===== config.mk =====
export PLATFORM = sky130hd
export DESIGN_NAME = dmi_controller
export DESIGN_NICKNAME = d
export VERILOG_FILES = /design/src/rtl/dmi_pkg.sv /design/src/rtl/dmi_timeout_counter.sv /design/src/rtl/dmi_controller.sv
export SDC_FILE = /design/constraint.sdc
export NUM_CORES = 1
export LEC_CHECK = 0
export ABC_AREA = 1
export CELL_PAD_IN_SITES_DETAIL_PLACEMENT = 0
export CELL_PAD_IN_SITES_GLOBAL_PLACEMENT = 1
export CORE_UTILIZATION = 32
export CTS_BUF_LIST = sky130_fd_sc_hd__clkbuf_4
export CTS_CLUSTER_DIAMETER = 150
export DETAILED_ROUTE_END_ITERATION = 10
export HOLD_SLACK_MARGIN = 0.05
export MAX_ROUTING_LAYER = met4
export PLACE_DENSITY = 0.75
export REMOVE_ABC_BUFFERS = 1
export SYNTH_ARGS = -nofsm -noshare
export SYNTH_HDL_FRONTEND = slang
export SYNTH_SLANG_ARGS = --single-unit
export TNS_END_PERCENT = 20

===== constraint.sdc =====
create_clock -name clk_i -period 4.5 [get_ports clk_i]
set_input_delay 0.9 -clock clk_i [delete_from_list [all_inputs] [get_ports clk_i]]
set_output_delay 0.9 -clock clk_i [all_outputs]
set_load 0.02 [all_outputs]

===== src/rtl/dmi_pkg.sv =====
// Shared DMI types and constants for the DTM-side DMI controller.
package dmi_pkg;

  localparam int unsigned DMI_ABITS = 7;

  typedef enum logic [1:0] {
    OpNop   = 2'd0,
    OpRead  = 2'd1,
    OpWrite = 2'd2,
    OpRsvd  = 2'd3
  } dmi_op_t;

  typedef enum logic [1:0] {
    StatOk     = 2'd0,
    StatFailed = 2'd2,
    StatBusy   = 2'd3
  } dmi_status_t;

  typedef struct packed {
    logic [DMI_ABITS-1:0] addr;
    logic [31:0]          data;
    dmi_op_t              op;
  } dmi_req_t;

  // Only reads and writes start a bus transaction; nop and reserved do not.
  function automatic logic op_is_access(dmi_op_t op);
    return (op == OpRead) || (op == OpWrite);
  endfunction

endpackage


===== src/rtl/dmi_timeout_counter.sv =====
// Cycle counter that flags expiry on the TIMEOUT_CYCLES-th enabled cycle.
module dmi_timeout_counter #(
  parameter int unsigned TIMEOUT_CYCLES = 1024
) (
  input  logic clk_i,
  input  logic rst_i,
  input  logic en_i,
  input  logic clr_i,
  output logic expired_o
);

  localparam int unsigned     CntW    = $clog2(TIMEOUT_CYCLES);
  localparam logic [CntW-1:0] CntLast = CntW'(TIMEOUT_CYCLES - 1);

  logic [CntW-1:0] cnt_q, cnt_d;

  // Expiry and next count: restart on clear or once expired.
  always_comb begin
    expired_o = en_i && (cnt_q == CntLast);
    cnt_d     = cnt_q;
    if (clr_i || expired_o) begin
      cnt_d = '0;
    end else if (en_i) begin
      cnt_d = cnt_q + CntW'(1);
    end
  end

  // Counter state.
  always_ff @(posedge clk_i or posedge rst_i) begin
    if (rst_i) begin
      cnt_q <= '0;
    end else begin
      cnt_q <= cnt_d;
    end
  end

endmodule


===== src/rtl/dmi_controller.sv =====
// Turns completed DMI scans into DM req/resp transactions, builds the
// capture word for the next scan and keeps the sticky dmistat.
module dmi_controller
  import dmi_pkg::*;
#(
  parameter int unsigned ABITS          = DMI_ABITS,
  parameter int unsigned TIMEOUT_CYCLES = 1024
) (
  input  logic             clk_i,
  input  logic             rst_i,
  input  logic             upd_valid_i,
  input  logic [ABITS+33:0] upd_data_i,
  input  logic             cap_strobe_i,
  output logic [ABITS+33:0] cap_data_o,
  input  logic             dmireset_i,
  input  logic             dmihardreset_i,
  output logic [1:0]       dmistat_o,
  output logic             req_valid_o,
  input  logic             req_ready_i,
  output logic [ABITS-1:0] req_addr_o,
  output logic [31:0]      req_data_o,
  output logic [1:0]       req_op_o,
  input  logic             resp_valid_i,
  input  logic [31:0]      resp_data_i,
  input  logic [1:0]       resp_op_i,
  output logic             resp_ready_o
);

  typedef enum logic [1:0] {StIdle, StReq, StWaitResp} state_e;

  state_e            state_q;
  logic              req_valid_q;
  logic [ABITS-1:0]  req_addr_q;
  logic [31:0]       req_data_q;
  dmi_op_t           req_op_q;
  dmi_status_t       dmistat_q, stat_clr, stat_evt, stat_d;
  logic [ABITS-1:0]  last_addr_q;
  logic [31:0]       last_rdata_q, rdata_new;
  logic [ABITS+33:0] cap_data_q;
  logic [1:0]        cap_status;

  logic [ABITS-1:0] upd_addr;
  logic [31:0]      upd_wdata;
  dmi_op_t          upd_op;
  logic             resp_hit, rdata_load, timeout_hit, upd_accept, upd_busy, cap_idle;
  logic             cnt_en, cnt_clr;

  assign upd_addr  = upd_data_i[ABITS+33:34];
  assign upd_wdata = upd_data_i[33:2];
  assign upd_op    = dmi_op_t'(upd_data_i[1:0]);

  assign resp_hit   = (state_q == StWaitResp) && resp_valid_i && !dmihardreset_i;
  assign rdata_load = resp_hit && (req_op_q == OpRead);
  assign rdata_new  = rdata_load ? resp_data_i : last_rdata_q;
  // A response landing with a capture counts as idle for that capture.
  assign cap_idle   = (state_q == StIdle) || resp_hit || dmihardreset_i;
  assign upd_busy   = upd_valid_i && (state_q != StIdle) && !dmihardreset_i;

  assign cnt_en  = (state_q == StWaitResp) && !resp_valid_i && !dmihardreset_i;
  assign cnt_clr = (state_q != StWaitResp) || dmihardreset_i;

  dmi_timeout_counter #(
    .TIMEOUT_CYCLES(TIMEOUT_CYCLES)
  ) u_timeout (
    .clk_i    (clk_i),
    .rst_i    (rst_i),
    .en_i     (cnt_en),
    .clr_i    (cnt_clr),
    .expired_o(timeout_hit)
  );

  // dmistat priority: hard reset, then dmireset clear, then any error/busy set.
  always_comb begin
    stat_clr   = dmireset_i ? StatOk : dmistat_q;
    upd_accept = upd_valid_i && (state_q == StIdle) && (stat_clr == StatOk) && !dmihardreset_i;
    stat_evt   = stat_clr;
    if (upd_busy && (stat_clr == StatOk)) begin
      stat_evt = StatBusy;
    end
    if (resp_hit) begin
      if (resp_op_i == 2'd2) begin
        stat_evt = StatFailed;
      end else if (resp_op_i == 2'd3) begin
        stat_evt = StatBusy;
      end
    end
    if (timeout_hit) begin
      stat_evt = StatFailed;
    end
    cap_status = cap_idle ? stat_evt : StatBusy;
    stat_d     = stat_evt;
    if (cap_strobe_i && !cap_idle && !timeout_hit) begin
      stat_d = StatBusy;
    end
    if (dmihardreset_i) begin
      stat_d     = StatOk;
      cap_status = StatOk;
    end
  end

  // Transaction FSM with registered request, status and capture outputs.
  always_ff @(posedge clk_i or posedge rst_i) begin
    if (rst_i) begin
      state_q      <= StIdle;
      req_valid_q  <= 1'b0;
      req_addr_q   <= '0;
      req_data_q   <= '0;
      req_op_q     <= OpNop;
      dmistat_q    <= StatOk;
      last_addr_q  <= '0;
      last_rdata_q <= '0;
      cap_data_q   <= '0;
    end else begin
      dmistat_q <= stat_d;
      if (rdata_load) begin
        last_rdata_q <= resp_data_i;
      end
      if (cap_strobe_i) begin
        cap_data_q <= {last_addr_q, rdata_new, cap_status};
      end
      if (dmihardreset_i) begin
        state_q     <= StIdle;
        req_valid_q <= 1'b0;
      end else begin
        unique case (state_q)
          StIdle: begin
            if (upd_accept) begin
              last_addr_q <= upd_addr;
              if (op_is_access(upd_op)) begin
                req_addr_q  <= upd_addr;
                req_data_q  <= upd_wdata;
                req_op_q    <= upd_op;
                req_valid_q <= 1'b1;
                state_q     <= StReq;
              end
            end
          end
          StReq: begin
            if (req_ready_i) begin
              req_valid_q <= 1'b0;
              state_q     <= StWaitResp;
            end
          end
          StWaitResp: begin
            if (resp_hit || timeout_hit) begin
              state_q <= StIdle;
            end
          end
          default: state_q <= StIdle;
        endcase
      end
    end
  end

  assign cap_data_o   = cap_data_q;
  assign dmistat_o    = dmistat_q;
  assign req_valid_o  = req_valid_q;
  assign req_addr_o   = req_addr_q;
  assign req_data_o   = req_data_q;
  assign req_op_o     = req_op_q;
  assign resp_ready_o = 1'b1;

endmodule


==> results.ini <==
[floorplan]
initial_core_util_pct=33.25
fp.dieH_um=134.2
dieArea_mm2=0.01801
die_x_um=134.2
row_count=47
ios=169
core_mm2=0.01682

[detailed_routing]
num_vias=4491
routed_wirelength_um=13320
avgViaCountPerCell=4.416
drt-initial-drc-count=194
wl_per_cell_um=13.09
firstDrtPassIters=4
postRouteAntennaNets=0
drc=0

[sta]
setup_viol_count_final=0
min_period_ns=2.612
final.setup.worst_slack_ns=1.888
worstMarginPinSlew_ns=0.8774
hold_ws_ns=0.4787
report.final.slew_viol_count=0
finClkSkew_ns=0.01989
slew_headroom_pct=41.51
rsz0062_at_grt=no
final-hold-violation-count=0
period_share_pct=58.04
max_freq_ghz=0.3829

[setup_path]
reg2reg_from=dmistat_o[0]$_DFF_PP0_
worst-path-buf-inv=2
arrival_ns=3.09
slowest_delay_ns=0.63
worstSetupPathType=input pin to register
crit_slowest_cell=nand3_4
cp.depth=8
cp.required_ns=4.98
critPathLaunchType=input pin
reg2reg_depth=8
reg2reg_slack_ns=2.35
worstSetupEndpointType=register
cp_top_family=simple AND/OR/NAND/NOR gates
r2r_end=req_addr_o[0]$_DFFE_PP0P_
cp_cell_sequence=clkdlybuf4s50_1 > inv_2 > nand3_4 > nor2_8 > nand3_4 > o21ai_1 > nand2_1 > nand2_1
critPathLaunch=dmihardreset_i
critical_path.max_fanout=64
endpoint=cap_data_o[33]$_DFFE_PP0P_

[placement]
place_hpwl_um=9193
port_buffers=167
postPlaceCellArea_mm2=0.007418
dp_slack_ns=1.333
gp_congestion=0.7825

[global_route]
grt_max_degree=80
grt_pass1_wl_um=22380
antenna_found_initial=0
grt_overflow=0
grt_usage_pct=16.47
grt_pass1_vias=4603

[clock_tree]
cts_tree=yes
cts_buffers=17
cts_resized=0
worstSkewPairLatency_ns=0.54
cts.clk_slew.worst_paths_ns=0.12
hold_buffers=0
cts_setup_buffers=0
root_buffer=clkbuf_4
clock-sinks=136
htree_levels=4
cts_max_path_buffers=2

[worst_hold_path]
min_path_cells=2
hp-class=register to register

[outcome]
status=finished, final reports clean

[power_and_ir_drop]
p_leak_uw=0.003923
p_per_area_mw_per_mm2=462.5
ir_worst_vdd_uv=227.9
finalPower_uw=3588

[run]
maxCapViolations=0

[yosys]
synth_area_mm2=0.005593
ys_seq_elements=136
synth-edff-count=0
synth-main-ff-cell=dfrtp_1
synth_area_per_cell_um2=9.021
yosysWarnings=0
async_flop_share_pct=100.0
synth_cells=620
yosysUniqueCellTypes=31
yosysSeqAreaShare_pct=60.85

[layout]
layout_commonest_cell=nand2_1
mostFrequentLayoutCells=nand2_1 (294), clkdlybuf4s50_1 (166), dfrtp_1 (136)
synthToLayoutAreaGrowth_pct=38.70
fin_area_mm2=0.007757
insertedDiodeCount=0
drive_gt1_share_pct=9.536
fin_nets=869

-- synth_stat cells, types with 2 or more instances --
library cell	instances	area share [%]
a21oi_1	4	0.36
buf_2	7	0.63
buf_4	3	0.40
buf_6	5	1.0
clkbuf_1	9	0.60
dfrtp_1	136	61
inv_1	54	3.6
inv_2	3	0.20
nand2_1	294	20
nand3_1	9	0.81
nand3_4	2	0.63
nand4_1	2	0.22
nor2_1	18	1.2
nor2_8	2	0.72
nor3_1	3	0.27
o21ai_0	20	1.8
o21ai_1	5	0.45
o21ai_2	28	4.4
xor2_1	4	0.63
-- through the flow --
| stage | cells | TNS (ns) | util (%) |
|---|---|---|---|
| after floorplan | 595 | -5.366 | - |
| after global placement | 986 | 0 | 44.11 |
| after detailed placement | 986 | 0 | 44.11 |
| after CTS | 1017 | 0 | 46.12 |
| after global routing | 1017 | 0 | 46.12 |
| final | 1017 | 0 | 46.12 |
-- worst register-to-register path, stage by stage (launching register included) --
cell     delay [ns]
dfrtp_1        0.41
o21ai_1        0.18
nand2_1        0.11
inv_1          0.10
nand2_4        0.13
nor2_8         0.39
inv_2          0.42
nand2_1        0.19
o21ai_0        0.09
-- per-layer routing --
metal	vias up	global-route usage, %	part of all wire, %
met5	-	-	0
met4	0	6.429	1.5
met3	19	5.404	7.7
met2	161	24.12	43
met1	2091	21.04	48
li1	2220	-	-
-- sequential cells by signal, summed over array words and instances, names as in the netlist --
| register | count |
|---|---|
| req_addr_o | 7 |
| req_op_o | 2 |
| req_data_o | 32 |
| u_timeout.cnt_q | 10 |
| cap_data_o | 41 |
| req_valid_o | 1 |
| state_q | 2 |
| dmistat_o | 2 |
| last_rdata_q | 32 |
| last_addr_q | 7 |
-- power breakdown --
part / switching, uW / internal [uW]
Combinational: 556 / 486
Sequential: 130 / 1470
Clock: 445 / 498
Total: 1130 / 2460
-- how the worst min path moves through the flow --
stage	start	endpoint	slack [ns]
6_report	last_rdata_q[21]$_DFF_PP0_	last_rdata_q[21]$_DFF_PP0_	0.48
5_1_grt	last_rdata_q[14]$_DFF_PP0_	last_rdata_q[14]$_DFF_PP0_	0.50
4_1_cts	last_rdata_q[25]$_DFF_PP0_	last_rdata_q[25]$_DFF_PP0_	0.48
3_5_place_dp	last_rdata_q[24]$_DFF_PP0_	last_rdata_q[24]$_DFF_PP0_	0.46
3_3_place_gp	last_rdata_q[0]$_DFF_PP0_	last_rdata_q[0]$_DFF_PP0_	0.45
2_1_floorplan	last_rdata_q[0]$_DFF_PP0_	last_rdata_q[0]$_DFF_PP0_	0.44
-- area by class of cell --
class                           instances  area [um^2]
Clock buffer                           18        135.1
Timing Repair Buffer                  171         1697
Clock inverter                         13        203.9
Tap cell                              220        275.3
Fill cell                            1664         9061
Sequential cell                       136         3403
Inverter                               58        222.7
Multi-Input combinational cell        401         1821
-- cell families after synthesis --
kind of cell / share of synthesized area (%)
fa+ha+maj: 0.2237
compound gates: 7.226
xor+xnor: 0.7830
simple gates: 24.25
other cells: 0.06705
buf+inv: 6.599
flops: 60.85
Note: power is estimated with default switching activity, not from simulation.
